===== config.mk =====
export PLATFORM = sky130hd
export DESIGN_NAME = adv7393_frame_reader_flat
export DESIGN_NICKNAME = d
export VERILOG_FILES = /design/src/rtl/adv7393_frame_reader_pkg.sv /design/src/rtl/adv7393_frame_reader_if.sv /design/src/rtl/adv7393_frame_reader_burst_planner.sv /design/src/rtl/adv7393_frame_reader.sv /design/src/flat_wrapper.sv
export SDC_FILE = /design/constraint.sdc
export NUM_CORES = 1
export LEC_CHECK = 0
export ABC_AREA = 1
export ABC_CLOCK_PERIOD_IN_PS = 3400
export BUFFER_PORTS_ARGS = -buffer_cell sky130_fd_sc_hd__buf_2
export CAP_MARGIN = 20
export CORE_ASPECT_RATIO = 0.75
export CORE_UTILIZATION = 50
export CTS_CLUSTER_SIZE = 16
export DETAILED_ROUTE_END_ITERATION = 8
export MAX_ROUTING_LAYER = met4
export PLACE_DENSITY = 0.76
export SLEW_MARGIN = 0
export SYNTH_ARGS = -nofsm -noshare
export SYNTH_HDL_FRONTEND = slang
export SYNTH_SLANG_ARGS = --single-unit

===== constraint.sdc =====
create_clock -name clk -period 3.4 [get_ports clk]
set_clock_uncertainty 0.1 [all_clocks]
set_input_delay 0 -clock clk [delete_from_list [all_inputs] [get_ports clk]]
set_output_delay 0 -clock clk [all_outputs]
set_load 0.03 [all_outputs]

===== src/rtl/adv7393_frame_reader_pkg.sv =====
// Shared types and constants for the ADV7393 frame reader: AXI field values,
// video timing defaults and the read-FSM state type.
package adv7393_frame_reader_pkg;

  localparam int AXI_DWIDTH     = 64;
  localparam int H_ACTIVE_PAL   = 720;
  localparam int V_ACTIVE_PAL   = 576;
  localparam int H_ACTIVE_NTSC  = 720;
  localparam int V_ACTIVE_NTSC  = 480;

  localparam logic [1:0] BURST_INCR = 2'b01;
  localparam logic [1:0] RESP_OKAY  = 2'b00;
  localparam logic [3:0] AR_CACHE   = 4'b0011;

  typedef enum logic [2:0] {
    IDLE,
    WAIT_CREDIT,
    ADDR,
    DATA,
    LINE_END
  } rd_state_t;

  function automatic logic [2:0] clog2_bytes(input int dw);
    return 3'($clog2(dw / 8));
  endfunction

endpackage


===== src/rtl/adv7393_frame_reader_if.sv =====
// AXI4 read channels plus the beat stream towards the pixel-domain FIFO.
interface adv7393_frame_reader_if #(
  parameter int DW = 64
);
  logic [31:0]   m_axi_araddr;
  logic [7:0]    m_axi_arlen;
  logic [2:0]    m_axi_arsize;
  logic [1:0]    m_axi_arburst;
  logic          m_axi_arlock;
  logic [3:0]    m_axi_arcache;
  logic [2:0]    m_axi_arprot;
  logic [3:0]    m_axi_arregion;
  logic [3:0]    m_axi_arqos;
  logic          m_axi_arvalid;
  logic          m_axi_arready;
  logic [DW-1:0] m_axi_rdata;
  logic [1:0]    m_axi_rresp;
  logic          m_axi_rlast;
  logic          m_axi_rvalid;
  logic          m_axi_rready;
  logic [DW-1:0] out_data;
  logic          out_valid;
  logic          out_ready;
  logic          out_sof;
  logic          out_eol;

  modport master (
    output m_axi_araddr, m_axi_arlen, m_axi_arsize, m_axi_arburst, m_axi_arlock,
           m_axi_arcache, m_axi_arprot, m_axi_arregion, m_axi_arqos, m_axi_arvalid,
    input  m_axi_arready,
    input  m_axi_rdata, m_axi_rresp, m_axi_rlast, m_axi_rvalid,
    output m_axi_rready,
    output out_data, out_valid, out_sof, out_eol,
    input  out_ready
  );

  modport slave (
    input  m_axi_araddr, m_axi_arlen, m_axi_arsize, m_axi_arburst, m_axi_arlock,
           m_axi_arcache, m_axi_arprot, m_axi_arregion, m_axi_arqos, m_axi_arvalid,
    output m_axi_arready,
    output m_axi_rdata, m_axi_rresp, m_axi_rlast, m_axi_rvalid,
    input  m_axi_rready,
    input  out_data, out_valid, out_sof, out_eol,
    output out_ready
  );
endinterface


===== src/rtl/adv7393_frame_reader_burst_planner.sv =====
// Sizes the next burst of a line and holds the AR address/length registers
// stable from issue until the address handshake.
module adv7393_frame_reader_burst_planner #(
  parameter int DW             = 64,
  parameter int BURST_LEN      = 16,
  parameter int BEATS_PER_LINE = 180,
  parameter int BL_W           = 8
) (
  input  logic            clk,
  input  logic            reset,
  input  logic            load,
  input  logic [BL_W-1:0] beats_left,
  input  logic [31:0]     line_addr,
  output logic [8:0]      n,
  output logic            last_burst,
  output logic [31:0]     araddr,
  output logic [7:0]      arlen
);

  logic [31:0] offset;

  always_comb begin
    last_burst = int'(beats_left) <= BURST_LEN;
    n          = last_burst ? 9'(beats_left) : 9'(BURST_LEN);
    offset     = 32'((BEATS_PER_LINE - int'(beats_left)) * (DW / 8));
  end

  always_ff @(posedge clk) begin
    if (reset) begin
      araddr <= '0;
      arlen  <= '0;
    end else if (load) begin
      araddr <= line_addr + offset;
      arlen  <= 8'(n - 9'd1);
    end
  end

endmodule


===== src/rtl/adv7393_frame_reader.sv =====
// Fetches one frame of 16-bit pixels per frame_start as single-outstanding
// AXI4 read bursts and forwards the beats with sof/eol markers.
module adv7393_frame_reader
  import adv7393_frame_reader_pkg::*;
#(
  parameter int M_AXI_DWIDTH = AXI_DWIDTH,
  parameter int H_ACTIVE     = H_ACTIVE_PAL,
  parameter int V_ACTIVE     = V_ACTIVE_PAL,
  parameter int BURST_LEN    = 16,
  parameter int FIFO_CNT_W   = 10
) (
  input  logic                  clk,
  input  logic                  reset,
  input  logic                  enable,
  input  logic                  frame_start,
  input  logic [31:0]           base_addr,
  input  logic [31:0]           line_stride,
  input  logic [FIFO_CNT_W-1:0] fifo_free,
  adv7393_frame_reader_if.master bus,
  output logic                  busy,
  output logic                  rresp_err,
  output logic                  frame_overrun
);

  // state       | meaning
  // IDLE        | no frame in progress
  // WAIT_CREDIT | waiting for FIFO room for the next burst
  // ADDR        | AR presented, waiting for arready
  // DATA        | forwarding R beats of the current burst
  // LINE_END    | advance to the next line or finish the frame

  localparam int BPL    = H_ACTIVE * 16 / M_AXI_DWIDTH;
  localparam int BL_W   = $clog2(BPL + 1);
  localparam int LINE_W = $clog2(V_ACTIVE + 1);

  if ((H_ACTIVE * 16) % M_AXI_DWIDTH != 0) begin : g_bad_width
    $error("H_ACTIVE*16 must be a multiple of M_AXI_DWIDTH");
  end

  rd_state_t         state, state_nxt;
  logic [31:0]       line_addr, stride_q;
  logic [LINE_W-1:0] line;
  logic [BL_W-1:0]   beats_left;
  logic [8:0]        burst_cnt, n;
  logic              sof_pend, last_burst, issue, beat_hs, burst_done;

  adv7393_frame_reader_burst_planner #(
    .DW(M_AXI_DWIDTH), .BURST_LEN(BURST_LEN), .BEATS_PER_LINE(BPL), .BL_W(BL_W)
  ) u_planner (
    .clk(clk), .reset(reset), .load(issue), .beats_left(beats_left),
    .line_addr(line_addr), .n(n), .last_burst(last_burst),
    .araddr(bus.m_axi_araddr), .arlen(bus.m_axi_arlen)
  );

  always_comb begin
    state_nxt  = state;
    issue      = 1'b0;
    beat_hs    = 1'b0;
    burst_done = 1'b0;
    case (state)
      IDLE:        if (frame_start && enable) state_nxt = WAIT_CREDIT;
      WAIT_CREDIT: if (32'(fifo_free) >= 32'(n)) begin
        issue     = 1'b1;
        state_nxt = ADDR;
      end
      ADDR:        if (bus.m_axi_arready) state_nxt = DATA;
      DATA: begin
        beat_hs = bus.m_axi_rvalid && bus.out_ready;
        // The local beat count ends the burst, whatever rlast says.
        if (beat_hs && burst_cnt == 9'd1) begin
          burst_done = 1'b1;
          state_nxt  = last_burst ? LINE_END : WAIT_CREDIT;
        end
      end
      LINE_END:    state_nxt = (int'(line) == V_ACTIVE - 1) ? IDLE : WAIT_CREDIT;
      default:     state_nxt = IDLE;
    endcase
  end

  always_ff @(posedge clk) begin
    if (reset) begin
      state         <= IDLE;
      line_addr     <= '0;
      stride_q      <= '0;
      line          <= '0;
      beats_left    <= '0;
      burst_cnt     <= '0;
      sof_pend      <= 1'b0;
      rresp_err     <= 1'b0;
      frame_overrun <= 1'b0;
    end else begin
      state         <= state_nxt;
      frame_overrun <= frame_start && busy;
      case (state)
        IDLE: if (frame_start && enable) begin
          line_addr  <= base_addr;
          stride_q   <= line_stride;
          line       <= '0;
          beats_left <= BL_W'(BPL);
          sof_pend   <= 1'b1;
        end
        WAIT_CREDIT: if (issue) burst_cnt <= n;
        DATA: if (beat_hs) begin
          burst_cnt <= burst_cnt - 9'd1;
          sof_pend  <= 1'b0;
          if (bus.m_axi_rresp != RESP_OKAY || bus.m_axi_rlast != (burst_cnt == 9'd1))
            rresp_err <= 1'b1;
          if (burst_done && !last_burst) beats_left <= beats_left - BL_W'(n);
        end
        LINE_END: begin
          line <= line + 1'b1;
          if (state_nxt != IDLE) begin
            line_addr  <= line_addr + stride_q;
            beats_left <= BL_W'(BPL);
          end
        end
        default: ;
      endcase
    end
  end

  assign busy               = (state != IDLE);
  assign bus.m_axi_arvalid  = (state == ADDR);
  assign bus.m_axi_arsize   = clog2_bytes(M_AXI_DWIDTH);
  assign bus.m_axi_arburst  = BURST_INCR;
  assign bus.m_axi_arcache  = AR_CACHE;
  assign bus.m_axi_arlock   = 1'b0;
  assign bus.m_axi_arprot   = 3'd0;
  assign bus.m_axi_arregion = 4'd0;
  assign bus.m_axi_arqos    = 4'd0;
  assign bus.m_axi_rready   = (state == DATA) && bus.out_ready;
  assign bus.out_valid      = (state == DATA) && bus.m_axi_rvalid;
  assign bus.out_data       = bus.m_axi_rdata;
  assign bus.out_sof        = (state == DATA) && sof_pend;
  assign bus.out_eol        = (state == DATA) && last_burst && (burst_cnt == 9'd1);

endmodule

===== src/flat_wrapper.sv =====
// flat-port wrapper written by rule: the top's interface ports become plain ports
module adv7393_frame_reader_flat import adv7393_frame_reader_pkg::*;
#(
  parameter int M_AXI_DWIDTH = AXI_DWIDTH,
  parameter int H_ACTIVE     = H_ACTIVE_PAL,
  parameter int V_ACTIVE     = V_ACTIVE_PAL,
  parameter int BURST_LEN    = 16,
  parameter int FIFO_CNT_W   = 10
)
  (clk, reset, enable, frame_start, base_addr, line_stride, fifo_free, busy, rresp_err, frame_overrun, bus_m_axi_araddr, bus_m_axi_arlen, bus_m_axi_arsize, bus_m_axi_arburst, bus_m_axi_arlock, bus_m_axi_arcache, bus_m_axi_arprot, bus_m_axi_arregion, bus_m_axi_arqos, bus_m_axi_arvalid, bus_m_axi_arready, bus_m_axi_rdata, bus_m_axi_rresp, bus_m_axi_rlast, bus_m_axi_rvalid, bus_m_axi_rready, bus_out_data, bus_out_valid, bus_out_sof, bus_out_eol, bus_out_ready);
  adv7393_frame_reader_if bus_i ();
  input  logic clk;
  input  logic reset;
  input  logic enable;
  input  logic frame_start;
  input  logic [31:0] base_addr;
  input  logic [31:0] line_stride;
  input  logic [FIFO_CNT_W-1:0] fifo_free;
  output logic busy;
  output logic rresp_err;
  output logic frame_overrun;
  output wire logic [$bits(bus_i.m_axi_araddr)-1:0] bus_m_axi_araddr;
  output wire logic [$bits(bus_i.m_axi_arlen)-1:0] bus_m_axi_arlen;
  output wire logic [$bits(bus_i.m_axi_arsize)-1:0] bus_m_axi_arsize;
  output wire logic [$bits(bus_i.m_axi_arburst)-1:0] bus_m_axi_arburst;
  output wire logic [$bits(bus_i.m_axi_arlock)-1:0] bus_m_axi_arlock;
  output wire logic [$bits(bus_i.m_axi_arcache)-1:0] bus_m_axi_arcache;
  output wire logic [$bits(bus_i.m_axi_arprot)-1:0] bus_m_axi_arprot;
  output wire logic [$bits(bus_i.m_axi_arregion)-1:0] bus_m_axi_arregion;
  output wire logic [$bits(bus_i.m_axi_arqos)-1:0] bus_m_axi_arqos;
  output wire logic [$bits(bus_i.m_axi_arvalid)-1:0] bus_m_axi_arvalid;
  input wire logic [$bits(bus_i.m_axi_arready)-1:0] bus_m_axi_arready;
  input wire logic [$bits(bus_i.m_axi_rdata)-1:0] bus_m_axi_rdata;
  input wire logic [$bits(bus_i.m_axi_rresp)-1:0] bus_m_axi_rresp;
  input wire logic [$bits(bus_i.m_axi_rlast)-1:0] bus_m_axi_rlast;
  input wire logic [$bits(bus_i.m_axi_rvalid)-1:0] bus_m_axi_rvalid;
  output wire logic [$bits(bus_i.m_axi_rready)-1:0] bus_m_axi_rready;
  output wire logic [$bits(bus_i.out_data)-1:0] bus_out_data;
  output wire logic [$bits(bus_i.out_valid)-1:0] bus_out_valid;
  output wire logic [$bits(bus_i.out_sof)-1:0] bus_out_sof;
  output wire logic [$bits(bus_i.out_eol)-1:0] bus_out_eol;
  input wire logic [$bits(bus_i.out_ready)-1:0] bus_out_ready;
  assign bus_m_axi_araddr = bus_i.m_axi_araddr;
  assign bus_m_axi_arlen = bus_i.m_axi_arlen;
  assign bus_m_axi_arsize = bus_i.m_axi_arsize;
  assign bus_m_axi_arburst = bus_i.m_axi_arburst;
  assign bus_m_axi_arlock = bus_i.m_axi_arlock;
  assign bus_m_axi_arcache = bus_i.m_axi_arcache;
  assign bus_m_axi_arprot = bus_i.m_axi_arprot;
  assign bus_m_axi_arregion = bus_i.m_axi_arregion;
  assign bus_m_axi_arqos = bus_i.m_axi_arqos;
  assign bus_m_axi_arvalid = bus_i.m_axi_arvalid;
  assign bus_i.m_axi_arready = bus_m_axi_arready;
  assign bus_i.m_axi_rdata = bus_m_axi_rdata;
  assign bus_i.m_axi_rresp = bus_m_axi_rresp;
  assign bus_i.m_axi_rlast = bus_m_axi_rlast;
  assign bus_i.m_axi_rvalid = bus_m_axi_rvalid;
  assign bus_m_axi_rready = bus_i.m_axi_rready;
  assign bus_out_data = bus_i.out_data;
  assign bus_out_valid = bus_i.out_valid;
  assign bus_out_sof = bus_i.out_sof;
  assign bus_out_eol = bus_i.out_eol;
  assign bus_i.out_ready = bus_out_ready;
  adv7393_frame_reader #(.M_AXI_DWIDTH(M_AXI_DWIDTH), .H_ACTIVE(H_ACTIVE), .V_ACTIVE(V_ACTIVE), .BURST_LEN(BURST_LEN), .FIFO_CNT_W(FIFO_CNT_W)) u_core (.clk(clk), .reset(reset), .enable(enable), .frame_start(frame_start), .base_addr(base_addr), .line_stride(line_stride), .fifo_free(fifo_free), .bus(bus_i), .busy(busy), .rresp_err(rresp_err), .frame_overrun(frame_overrun));
endmodule

==> metrics.md, run 1 <==
| Metric | Value |
|---|---|
| Status | finished, final reports clean |
| Max-capacitance violation count | 0 |
| Largest family of logic cells by synthesized area | simple AND/OR/NAND/NOR gates |
| Cells after Synth | ~1,800 |
| Post-DP Area | approximately 0.011 sq mm |
| Most common cell on crit path | dlygate4sd3_1 |
| Starting density of the core | around half |
| Cell Chain, Critical Path | inv_1, ha_1, nand2_1, nor2_2, nand2_1, a211oi_2, dlygate4sd3_1, o21ai_0, dlygate4sd3_1, a21oi_1, dlygate4sd3_1, nor2_1 |
| Most frequent cells in the layout | 494 x nand2_1, 224 x inv_1, 159 x nor2_1 |
| Design area | ~0.013 sq mm |
| Hold path start | reset |
| Crit-path slowest cell | dlygate4sd3_1 |
| Synth Register Bits | about 140 |
| Fin. Hold Viols | 0 |
| Peak Freq | between 0.3 and 0.4 GHz |
| Post-Route Utilization | between 60% and 70% |
| DIE HEIGHT | 130.3 um |
| Syn-to-layout area delta | 21.41% |
| Io pins | approximately 280 |
| Post-synthesis async set-or-reset flop share | 0% |
| Seq/Total Area, Yosys | between 20 and 25% |
| Remaining antenna violation count after routing | 0 |
| Worst r2r src | u_core.burst_cnt[1] |
| Routability Congestion | approximately 1 |
| Leak Pwr | 0.006538 uW |
| Final period util | around 96% |
| Worst slew margin | 42.69% |
| Vias in the first global route | approximately 10,000 |
| CP Class | flip-flop to flip-flop |
| Die span in x | 173.1 um |
| Finish-stage setup viols | 0 |
| Register area | 0.002743 sq mm |
| Area leader, netlist | dfxtp_1 |
| Clk sinks | roughly 140 |
| Startpoint Class | flip-flop |
| Total power | between 5000 and 6000 uW |
| Adder and majority cell fraction of the synthesized area | 8.800% |
| Area fraction of the dominant cell type after synthesis | approximately a quarter |
| Fin. max-slew vios | 0 |
| WHS | roughly 15 ps |
| Layout Nets | 2,190 |
| Worst-path clk slew | roughly 70 ps |
| Drt via density | between 5 and 6 |
| Hpwl dp | approximately 24,000 um |
| CTS tree | yes |
| Synth area leaders | dfxtp_1 25%, nand2_1 17%, ha_1 8.4%, inv_1 7.7%, a21oi_1 6.8% |
| Commonest non-fill, non-tap cell in the layout | nand2_1 |
| Routed vias | about 12,000 |
| Layout cell share with drive strength beyond 1 | 11.93% |
| Die area | ~0.023 sq mm |
| Largest net degree at the start of global routing | between 70 and 80 |
| Placed Instances | 2,098 |
| Mapped Area | roughly 0.011 sq mm |
| Largest stage delay on the critical path | about 570 ps |
| Routed wire length | 34,100 um |
| Yosys cell types | between 40 and 50 |
| Crit Path Max Fanout | 3 |
| First-pass GRT wire length | approximately 53,000 um |
| Drc violations | 0 |
| WL per Instance | about 15 um |
| Critical path startpoint | u_core.burst_cnt[1] |
| DRT Pass-1 Iters | 6 |
| Mux contribution to synthesized area | 0% |
| Multi-input logic area | around 0.0066 sq mm |
| Post-synth EDFFs | 0 |
| Deepest clock path buffer count | 2 |
| Global route overflow | 0 |
| Worst Tran Pin Value | about 860 ps |
| N_diodes | 0 |
| CP required | 3600 ps |
| Fillers | between 1,500 and 2,000 |
| Clock root cell | clkbuf_16 |
| Worst-skew pair later-pin latency | roughly 440 ps |
| Synth Area in XOR/XNOR | 1.995% |
| Peak VDD IR | 341.4 uV |
| Total CTS buffers | 17 |
| Row count | 46 |
| Core Region | approximately 0.021 sq mm |
| All-Layer GR Usage | 30.64% |
| Synth Area in Compound Gates | between 10% and 20% |
| Average cell area after synthesis | ~6.2 sq um |
| Initial antenna violation count | 0 |
| Final worst path period need | approximately 3300 ps |
| Ys flop type | dfxtp_1 |
| CTS H-tree depth | 4 |
| Iteration-0 DRC Markers | between 1,000 and 1,500 |
| YS warnings | 0 |
| Class of the worst hold path | input port to flip-flop |
| CP arrival | 3460 ps |
| Synth Area in Simple Gates | about 34% |
| # port buffers | between 100 and 150 |
| Crit. End Element | flip-flop |
| Power Dens Cells | about 380 mW/mm^2 |
| Setup bufs post-CTS | 0 |
| Finished Layout Cells | about 2,300 |
report_power, final:
part	switching [uW]	internal, uW	total [uW]
combinational	893	500	1390
sequential	112	1730	1840
clock	772	1080	1850
routing by layer:
metal	track usage (%)	wire, um
met1	42.48	16330
met3	5.070	2574
met5	-	0
met2	46.09	14710
met4	7.860	482
cell families after synthesis:
family / after synthesis
fa+ha+maj: 76
flops: 137
xor+xnor: 25
buf+inv: 374
compound gates: 280
simple gates: 877
other cells: 2
registers in the layout, summed over array words and instances, names as in the netlist:
register and flops:
u_core.line_addr 32, u_core.stride_q 32, u_core.u_planner.araddr 32, u_core.line 10, u_core.burst_cnt 9, u_core.beats_left 8, u_core.u_planner.arlen 8, u_core.state 3
u_core.frame_overrun 1, u_core.rresp_err 1, u_core.sof_pend 1
worst paths after layout:
path | end | depth (start not counted) | slack [ps]
worst max-delay path | u_core.rresp_err | 12 | 140
worst min-delay path | u_core.burst_cnt[3] | 4 | 20
worst max register to register | u_core.rresp_err | 12 | 140
worst min register to register | u_core.u_planner.arlen[2] | 2 | 370
worst max-delay path, delay by kind of cell (launching register included):
kind | cells | cell delay (ps)
flip-flops | 1 | 330
buffers and inverters | 4 | 1780
AND/OR/NAND/NOR | 4 | 350
adder cells (fa/ha/maj) | 1 | 160
AO/OA/AOI/OAI | 3 | 400
synth_stat cells, types with 21 or more instances:
| library cell | n |
|---|---|
| buf_4 | 85 |
| o21ai_0 | 75 |
| ha_1 | 74 |
| nor2_1 | 162 |
| nand3_1 | 135 |
| inv_1 | 225 |
| nor3_1 | 22 |
| nand2_1 | 494 |
| a21oi_1 | 150 |
| nand4_1 | 22 |
| dfxtp_1 | 137 |
| buf_2 | 21 |
what timing repair did:
item / 4_1_cts / 5_1_grt
setup endpoints to repair: 0 / 12
hold buffers: 137 / 0
endpoints found under the hold margin: 133 / 0
gates resized for setup: 0 / 8
through the flow:
stage | setup TNS, ps | setup WS [ps]
after floorplan | 0 | 508.9
after CTS | 0 | 207.6
after global routing | -22.90 | -12.97
after global placement | 0 | 298.4
after detailed placement | 0 | 258.6
final | 0 | 135.9
area by class of cell:
type	count	share of cell area, %
flip-flops and latches	137	20.58
repair buffers	285	16.29
clock inverters	9	0.6854
multi-input cells	1284	49.32
clock buffers	22	3.633
inverters	241	6.788
well taps	288	2.704
Note: power is estimated with default switching activity, not from simulation.
==> run 2: changes to the inputs <==
ABC_CLOCK_PERIOD_IN_PS = 3800   (was 3400)
clock period = 3.8 ns   (was 3.4 ns; I/O delays follow)
==> run 2 against run 1 <==
Effect of this change:
- non-clock buffer count decreased by 8
- total power down 10%
- core utilization is 0.41 points lower
- clock power is 9% lower
- largest power group unchanged
- count of clock-buffer cells in the layout shrank 4
- sequential power shrank 10%
- critical path depth increased by 6
- flip-flop and latch count stayed put
- critical path type unchanged
- largest cell class unchanged
- cell count is 0.35% lower
- maximum frequency is 3.6% lower
- via count is 1.5% higher
- routed wire length increased by 4.2%
==> metrics.md, run 2 (synthesized netlist as in run 1, its figures left out) <==
| Metric | Value |
|---|---|
| Class of the worst hold path | input port to flip-flop |
| First-pass GRT wire length | 55,470 um (+5.3%) |
| Routed wire length | 35,530 um (+4.2%) |
| Startpoint Class | flip-flop |
| Cell Chain, Critical Path | inv_1, ha_1, o21ai_1, nand3_1, nand2_1, nand2_1, inv_1, ha_1, a21oi_1, o21ai_0, nor2_1, nor2_1, nor2_1, nand2_1, nand2_1, nand3_1, nand2_1, inv_1 |
| Global route overflow | 0 (unchanged) |
| Met2 usage | 48.41% (+2.3 points) |
| Crit-path slowest cell | inv_1 |
| Iteration-0 DRC Markers | 1,119 (-3.5%) |
| Total Negative Setup Slacks | 0 ps (unchanged) |
| Unrepaired setup endpoints after global routing | false |
| Final worst path period need | 3387 ps (+123.3 ps) |
| Critical Path Sink | u_core.u_planner.araddr[29] |
| Setup bufs post-CTS | 0 (unchanged) |
| Worst-skew pair later-pin latency | 450 ps (about the same) |
| Commonest non-fill, non-tap cell in the layout | nand2_1 |
| Hpwl dp | 25,120 um (+3.4%) |
| Placed Instances | 2,091 (-0.33%) |
| Post-Route Utilization | 62.00% (-0.41 points) |
| Io pins | 281 (unchanged) |
| Layout cell share with drive strength beyond 1 | 11.32% (-0.61 points) |
| Worst path bufs/invs | 3 (-1) |
| CTS H-tree depth | 4 (unchanged) |
| Final period util | 89.14% (-6.9 points) |
| Largest stage delay on the critical path | 380 ps (-190 ps) |
| N_diodes | 0 (unchanged) |
| Layout Nets | 2,182 (-0.37%) |
| CP arrival | 3630 ps (+170 ps) |
| Drt via density | 5.280 (+1.8%) |
| Clock root cell | clkbuf_16 |
| Critical path startpoint | u_core.beats_left[0] |
| Most frequent cells in the layout | 494 x nand2_1, 224 x inv_1, 162 x nor2_1 |
| Row count | 46 (unchanged) |
| Power Dens Cells | 345.2 mW/mm^2 (-9.5%) |
| Routing usage on met1 | 44.15% (+1.7 points) |
| Deepest clock path buffer count | 2 (unchanged) |
| Routability Congestion | 0.9885 (-0.60%) |
| GR peak layer | met2 |
| Worst slew margin | 31.16% (-12 points) |
| Met3 GRT Util | 5.478% (+0.41 points) |
| Worst r2r path cells | 18 (+6) |
| Finished Layout Cells | 2,258 (-0.35%) |
| Crit. End Element | flip-flop |
| Peak Freq | 0.2952 GHz (-3.6%) |
| Total CTS buffers | 17 (unchanged) |
| Fillers | 1,997 (+0.35%) |
| DRT Pass-1 Iters | 6 (unchanged) |
| Peak VDD IR | 311.0 uV (-8.9%) |
| All-Layer GR Usage | 32.26% (+1.6 points) |
| Syn-to-layout area delta | 20.61% |
| Reg2reg end | u_core.u_planner.araddr[29] |
| Worst r2r src | u_core.beats_left[0] |
| Drc violations | 0 (unchanged) |
| CP required | 4040 ps (+440 ps) |
| Starting density of the core | 51.41% (unchanged) |
| Status | finished, final reports clean |
| Routed vias | 11,923 (+1.5%) |
| Die span in x | 173.1 um (unchanged) |
| Fin. Hold Viols | 0 (unchanged) |
| WL per Instance | 15.74 um (+4.6%) |
| WHS | 62.31 ps (+47.10 ps) |
| Crit-path leading delay family | simple AND/OR/NAND/NOR gates |
| Remaining antenna violation count after routing | 0 (unchanged) |
| Worst-path clk slew | 70 ps (about the same) |
| CTS tree | yes |
| Finish-stage setup viols | 0 (unchanged) |
| Most common cell on crit path | nand2_1 |
| R2R Setup Slk | 410 ps (+280 ps) |
| Levels on crit path | 18 (+6) |
| Die area | 0.02256 sq mm (unchanged) |
| Clk sinks | 137 (unchanged) |
| DIE HEIGHT | 130.3 um (unchanged) |
| Worst Tran Pin Value | 1033 ps (+172.9 ps) |
| Max-capacitance violation count | 0 (unchanged) |
| Fin. max-slew vios | 0 (unchanged) |
| Leak Pwr | 0.006499 uW (-0.61%) |
| Crit Path Max Fanout | 14 (+11) |
| CP Class | flip-flop to flip-flop |
| # port buffers | 131 (unchanged) |
| Largest net degree at the start of global routing | 72 (unchanged) |
| Core Region | 0.02135 sq mm (unchanged) |
| Initial antenna violation count | 0 (unchanged) |
| Regs by FF count | u_core.line_addr: 32 flops, u_core.stride_q: 32 flops, u_core.u_planner.araddr: 32 flops |
| Vias in the first global route | 10,811 (+5.1%) |
-- run 2: worst min path at each step --
stage / cells after the start / to / slack, ps / from
2_1_floorplan: 2 / u_core.frame_overrun / 30 / frame_start
3_3_place_gp: 0 / bus_out_data[12] / -100 / bus_m_axi_rdata[12]
3_5_place_dp: 0 / bus_out_data[12] / -100 / bus_m_axi_rdata[12]
5_1_grt: 5 / u_core.state[0] / 80 / fifo_free[9]
4_1_cts: 5 / u_core.state[0] / 50 / fifo_free[8]
6_report: 5 / u_core.state[0] / 60 / fifo_free[8]
-- run 2: worst reg2reg max path, stage by stage, from the launching register on --
cell	delay [ps]
dfxtp_1	340
inv_1	90
ha_1	240
o21ai_1	220
nand3_1	140
nand2_1	90
nand2_1	80
inv_1	380
ha_1	390
a21oi_1	250
o21ai_0	210
nor2_1	280
nor2_1	80
nor2_1	130
nand2_1	70
nand2_1	60
nand3_1	60
nand2_1	60
inv_1	30
-- run 2: final cells by class --
type                       count  area, sq um  share of cell area (%)
clock inverter                13        145.1                   1.096
timing repair buffer         277         2105                   15.90
inverter                     241        904.6                   6.833
multi-input combinational   1284         6553                   49.49
clock buffer                  18        429.2                   3.242
sequential                   137         2743                   20.72
tap                          288        360.3                   2.722
-- run 2: metrics by stage --
stage               area, sq um  total power [uW]  worst slack (ps)
CTS                       13240              4570             445.7
finish                    13240              4571             412.5
floorplan                 11070              2553             908.9
detailed placement        11300              2701             471.3
global route              13240              4780             11.49
global placement          11300              2684             539.1
-- run 2: timing repair --
| item | 4_1_cts | 5_1_grt |
|---|---|---|
| resized for setup | 0 | 0 |
| endpoints found under the hold margin | 133 | 0 |
| hold buffers | 136 | 0 |
-- run 2: power breakdown --
group          internal (uW)  switching (uW)  leakage [uW]
logic                    442             800       0.00511
registers               1540             102       0.00112
clock network            969             715      0.000274
total                   2950            1620       0.00650
-- run 2: per-layer routing --
metal	vias up	share of wire (%)
li1	5964	-
met1	5347	47
met2	548	43
met3	64	7.9
met5	-	0
met4	0	2.3
==> run 3: changes to the inputs <==
CORE_UTILIZATION = 40   (was 50)
PLACE_DENSITY = unset   (was 0.76)
==> run 3 against run 2 <==
Effect of this change:
- non-clock buffer count grew 2
- clock power up 5%
- highest routed layer unchanged
- register-to-register slack better by 40 ps
- sequential share of layout area fell by 0.19 points
- the flow now finishes with violations (DRC)
- largest cell class unchanged
- cell count is 2.9% higher
- critical path depth unchanged
==> metrics.md, run 3 (synthesized netlist as in run 1, its figures left out) <==
| Metric | Value |
|---|---|
| Status | complete, but fails checks |
| Failing checks | DRC |
| Largest net degree at the start of global routing | 72 (unchanged) |
| Global route overflow | 0 (unchanged) |
| Crit-path slowest cell | ha_1 |
| Row count | 52 (+13%) |
| Layout cell share with drive strength beyond 1 | 11.36% (+0.039 points) |
| Combinational Power Share | 26.7% (-0.5 points) |
| First-pass GRT wire length | 55,750 um (+0.50%) |
| Critical Path Sink | u_core.u_planner.araddr[28] |
| Design area | 0.01336 sq mm (+0.94%) |
| Total Negative Setup Slacks | 0 ps (unchanged) |
| Io pins | 281 (unchanged) |
| Most common cell on crit path | nand2_1 |
| Setup WS pre-CTS | 478.4 ps (+7.082 ps) |
| Worst-path clk slew | 60 ps (about the same) |
| Fin. Hold Viols | 0 (unchanged) |
| Syn-to-layout area delta | 21.74% |
| Worst slew margin | 34.39% (+3.2 points) |
| Max-capacitance violation count | 0 (unchanged) |
| Total CTS buffers | 17 (unchanged) |
| Post-Route Utilization | 49.49% (-13 points) |
| Power Dens Cells | 348.2 mW/mm^2 (+0.86%) |
| Layout Nets | 2,184 (+0.092%) |
| Leak Pwr | 0.006521 uW (+0.35%) |
| Peak Freq | 0.2988 GHz (+1.2%) |
| Fillers | 2,834 (+42%) |
| Crit Path Max Fanout | 14 (unchanged) |
| R2R Setup Slk | 450 ps (+40 ps) |
| Remaining antenna violation count after routing | 0 (unchanged) |
| Final period util | 88.06% (-1.1 points) |
| Routability Congestion | 0.9454 (-4.4%) |
| Setup bufs post-CTS | 0 (unchanged) |
| Iteration-0 DRC Markers | 829 (-26%) |
| Register area | 0.002743 sq mm (unchanged) |
| Fin. max-slew vios | 0 (unchanged) |
| Levels on crit path | 18 (unchanged) |
| Worst r2r path cells | 18 (unchanged) |
| CP arrival | 3590 ps (-40 ps) |
| Worst r2r src | u_core.beats_left[0] |
| CTS H-tree depth | 4 (unchanged) |
| Most frequent cells in the layout | 494 x nand2_1, 224 x inv_1, 162 x nor2_1 |
| Multi-input logic area | 0.006553 sq mm (unchanged) |
| Commonest non-fill, non-tap cell in the layout | nand2_1 |
| Unrepaired setup endpoints after global routing | false |
| Clock root cell | clkbuf_16 |
| Regs by FF count | u_core.line_addr: 32 flops, u_core.stride_q: 32 flops, u_core.u_planner.araddr: 32 flops |
| Cell Chain, Critical Path | inv_1, ha_1, o21ai_1, nand3_1, nand2_1, nand2_1, inv_1, ha_1, a21oi_1, o21ai_0, a21oi_1, nor2_1, nor2_1, nand2_1, nand2_1, nand3_1, nand2_1, inv_1 |
| Fin worst setup slack | 453.6 ps (+41.10 ps) |
| Die span in x | 193.3 um (+12%) |
| CP required | 4040 ps (about the same) |
| Peak VDD IR | 321.5 uV (+3.4%) |
| All-Layer GR Usage | 25.65% (-6.6 points) |
| Switching share of power | 34.41% (-0.96 points) |
| Drt via density | 5.006 (-5.2%) |
| Deepest clock path buffer count | 2 (unchanged) |
| DRT Pass-1 Iters | 7 (+1) |
| Routed vias | 11,628 (-2.5%) |
| CP Class | flip-flop to flip-flop |
| WL per Instance | 15.14 um (-3.8%) |
| Sequential power share | 35.3% (-0.7 points) |
| Initial antenna violation count | 0 (unchanged) |
| N_diodes | 0 (unchanged) |
| Post-DP Area | 0.01140 sq mm (+0.83%) |
| Largest stage delay on the critical path | 380 ps (about the same) |
| Post-CTS Hold Buffers | 136 (unchanged) |
| Crit-path leading delay family | compound AO/OA/AOI/OAI gates |
| CTS tree | yes |
| Worst path bufs/invs | 3 (unchanged) |
| Starting density of the core | 40.65% (-11 points) |
| Drc violations | 13 (+13) |
| Clk sinks | 137 (unchanged) |
| Core Region | 0.02700 sq mm (+26%) |
| Worst-skew pair later-pin latency | 440 ps (about the same) |
| Crit. End Element | flip-flop |
| Class of the worst hold path | input port to flip-flop |
| Worst Tran Pin Value | 984.1 ps (-48.53 ps) |
| Total power | 4653 uW (+1.8%) |
| Psw | 1601 uW (-0.96%) |
| Vias in the first global route | 10,709 (-0.94%) |
| Finish-stage setup viols | 0 (unchanged) |
| Die area | 0.02812 sq mm (+25%) |
| DIE HEIGHT | 145.5 um (+12%) |
| Resized cells post-CTS | 0 (unchanged) |
| Critical path startpoint | u_core.beats_left[0] |
| P_int | 3052 uW (+3.3%) |
| Hpwl dp | 25,890 um (+3.1%) |
| Reg2reg end | u_core.u_planner.araddr[28] |
| Final worst path period need | 3346 ps (-41.10 ps) |
| Routed wire length | 35,160 um (-1.0%) |
| # port buffers | 131 (unchanged) |
| Clock Power Share | 38.1% (+1.3 points) |
| Startpoint Class | flip-flop |
[run 3: cell count changes in the layout (fill, tap and decap cells not counted)]
| cell | change |
|---|---|
| bufinv_16 | +1 |
| clkinv_2 | -1 |
| inv_6 | -3 |
| buf_4 | +2 |
| clkbuf_1 | +1 |
| clkbuf_8 | +2 |
[run 3: power groups by stage]
stage	registers, uW	clock network [uW]	logic [uW]
2_1_floorplan	1710	0	847
3_3_place_gp	1670	0	1030
3_5_place_dp	1670	0	1040
4_1_cts	1640	1790	1230
5_1_grt	1650	1870	1370
6_report	1640	1770	1240
[run 3: worst min path at each step]
stage,startpoint,end,slack (ps),depth (start not counted)
final,fifo_free[8],u_core.state[0],60,5
after CTS,fifo_free[8],u_core.state[0],60,5
after global routing,fifo_free[9],u_core.state[0],100,5
after floorplan,frame_start,u_core.frame_overrun,30,2
after detailed placement,bus_m_axi_rdata[15],bus_out_data[15],-100,0
after global placement,bus_m_axi_rdata[15],bus_out_data[15],-100,0
[run 3: area by class of cell]
class	instances	area share [%]
Timing Repair Buffer	279	15.86
Sequential cell	137	20.52
Multi-Input combinational cell	1284	49.04
Tap cell	351	3.287
Inverter	241	6.770
Clock inverter	10	1.077
Clock buffer	21	3.446
[run 3: layer usage]
metal,up-vias,GRT usage (%),part of all wire (%)
met3,26,3.708,5.7
met5,-,-,0
met1,5275,37.15,51
li1,5965,-,-
met4,0,5.600,1.2
met2,362,37.41,42
[run 3: worst register-to-register path: cells and delay by family, from the launching register on]
| kind | cells | cell delay (ps) |
|---|---|---|
| AO/OA/AOI/OAI | 4 | 880 |
| AND/OR/NAND/NOR | 9 | 840 |
| adder cells (fa/ha/maj) | 2 | 620 |
| buffers and inverters | 3 | 490 |
| flip-flops | 1 | 330 |
[run 3: through the flow]
stage               hold WS, ps  std cells
floorplan                 28.33       1795
global placement         -99.80       2156
detailed placement       -99.80       2156
CTS                       58.78       2323
global route              96.33       2323
finish                    59.12       2323
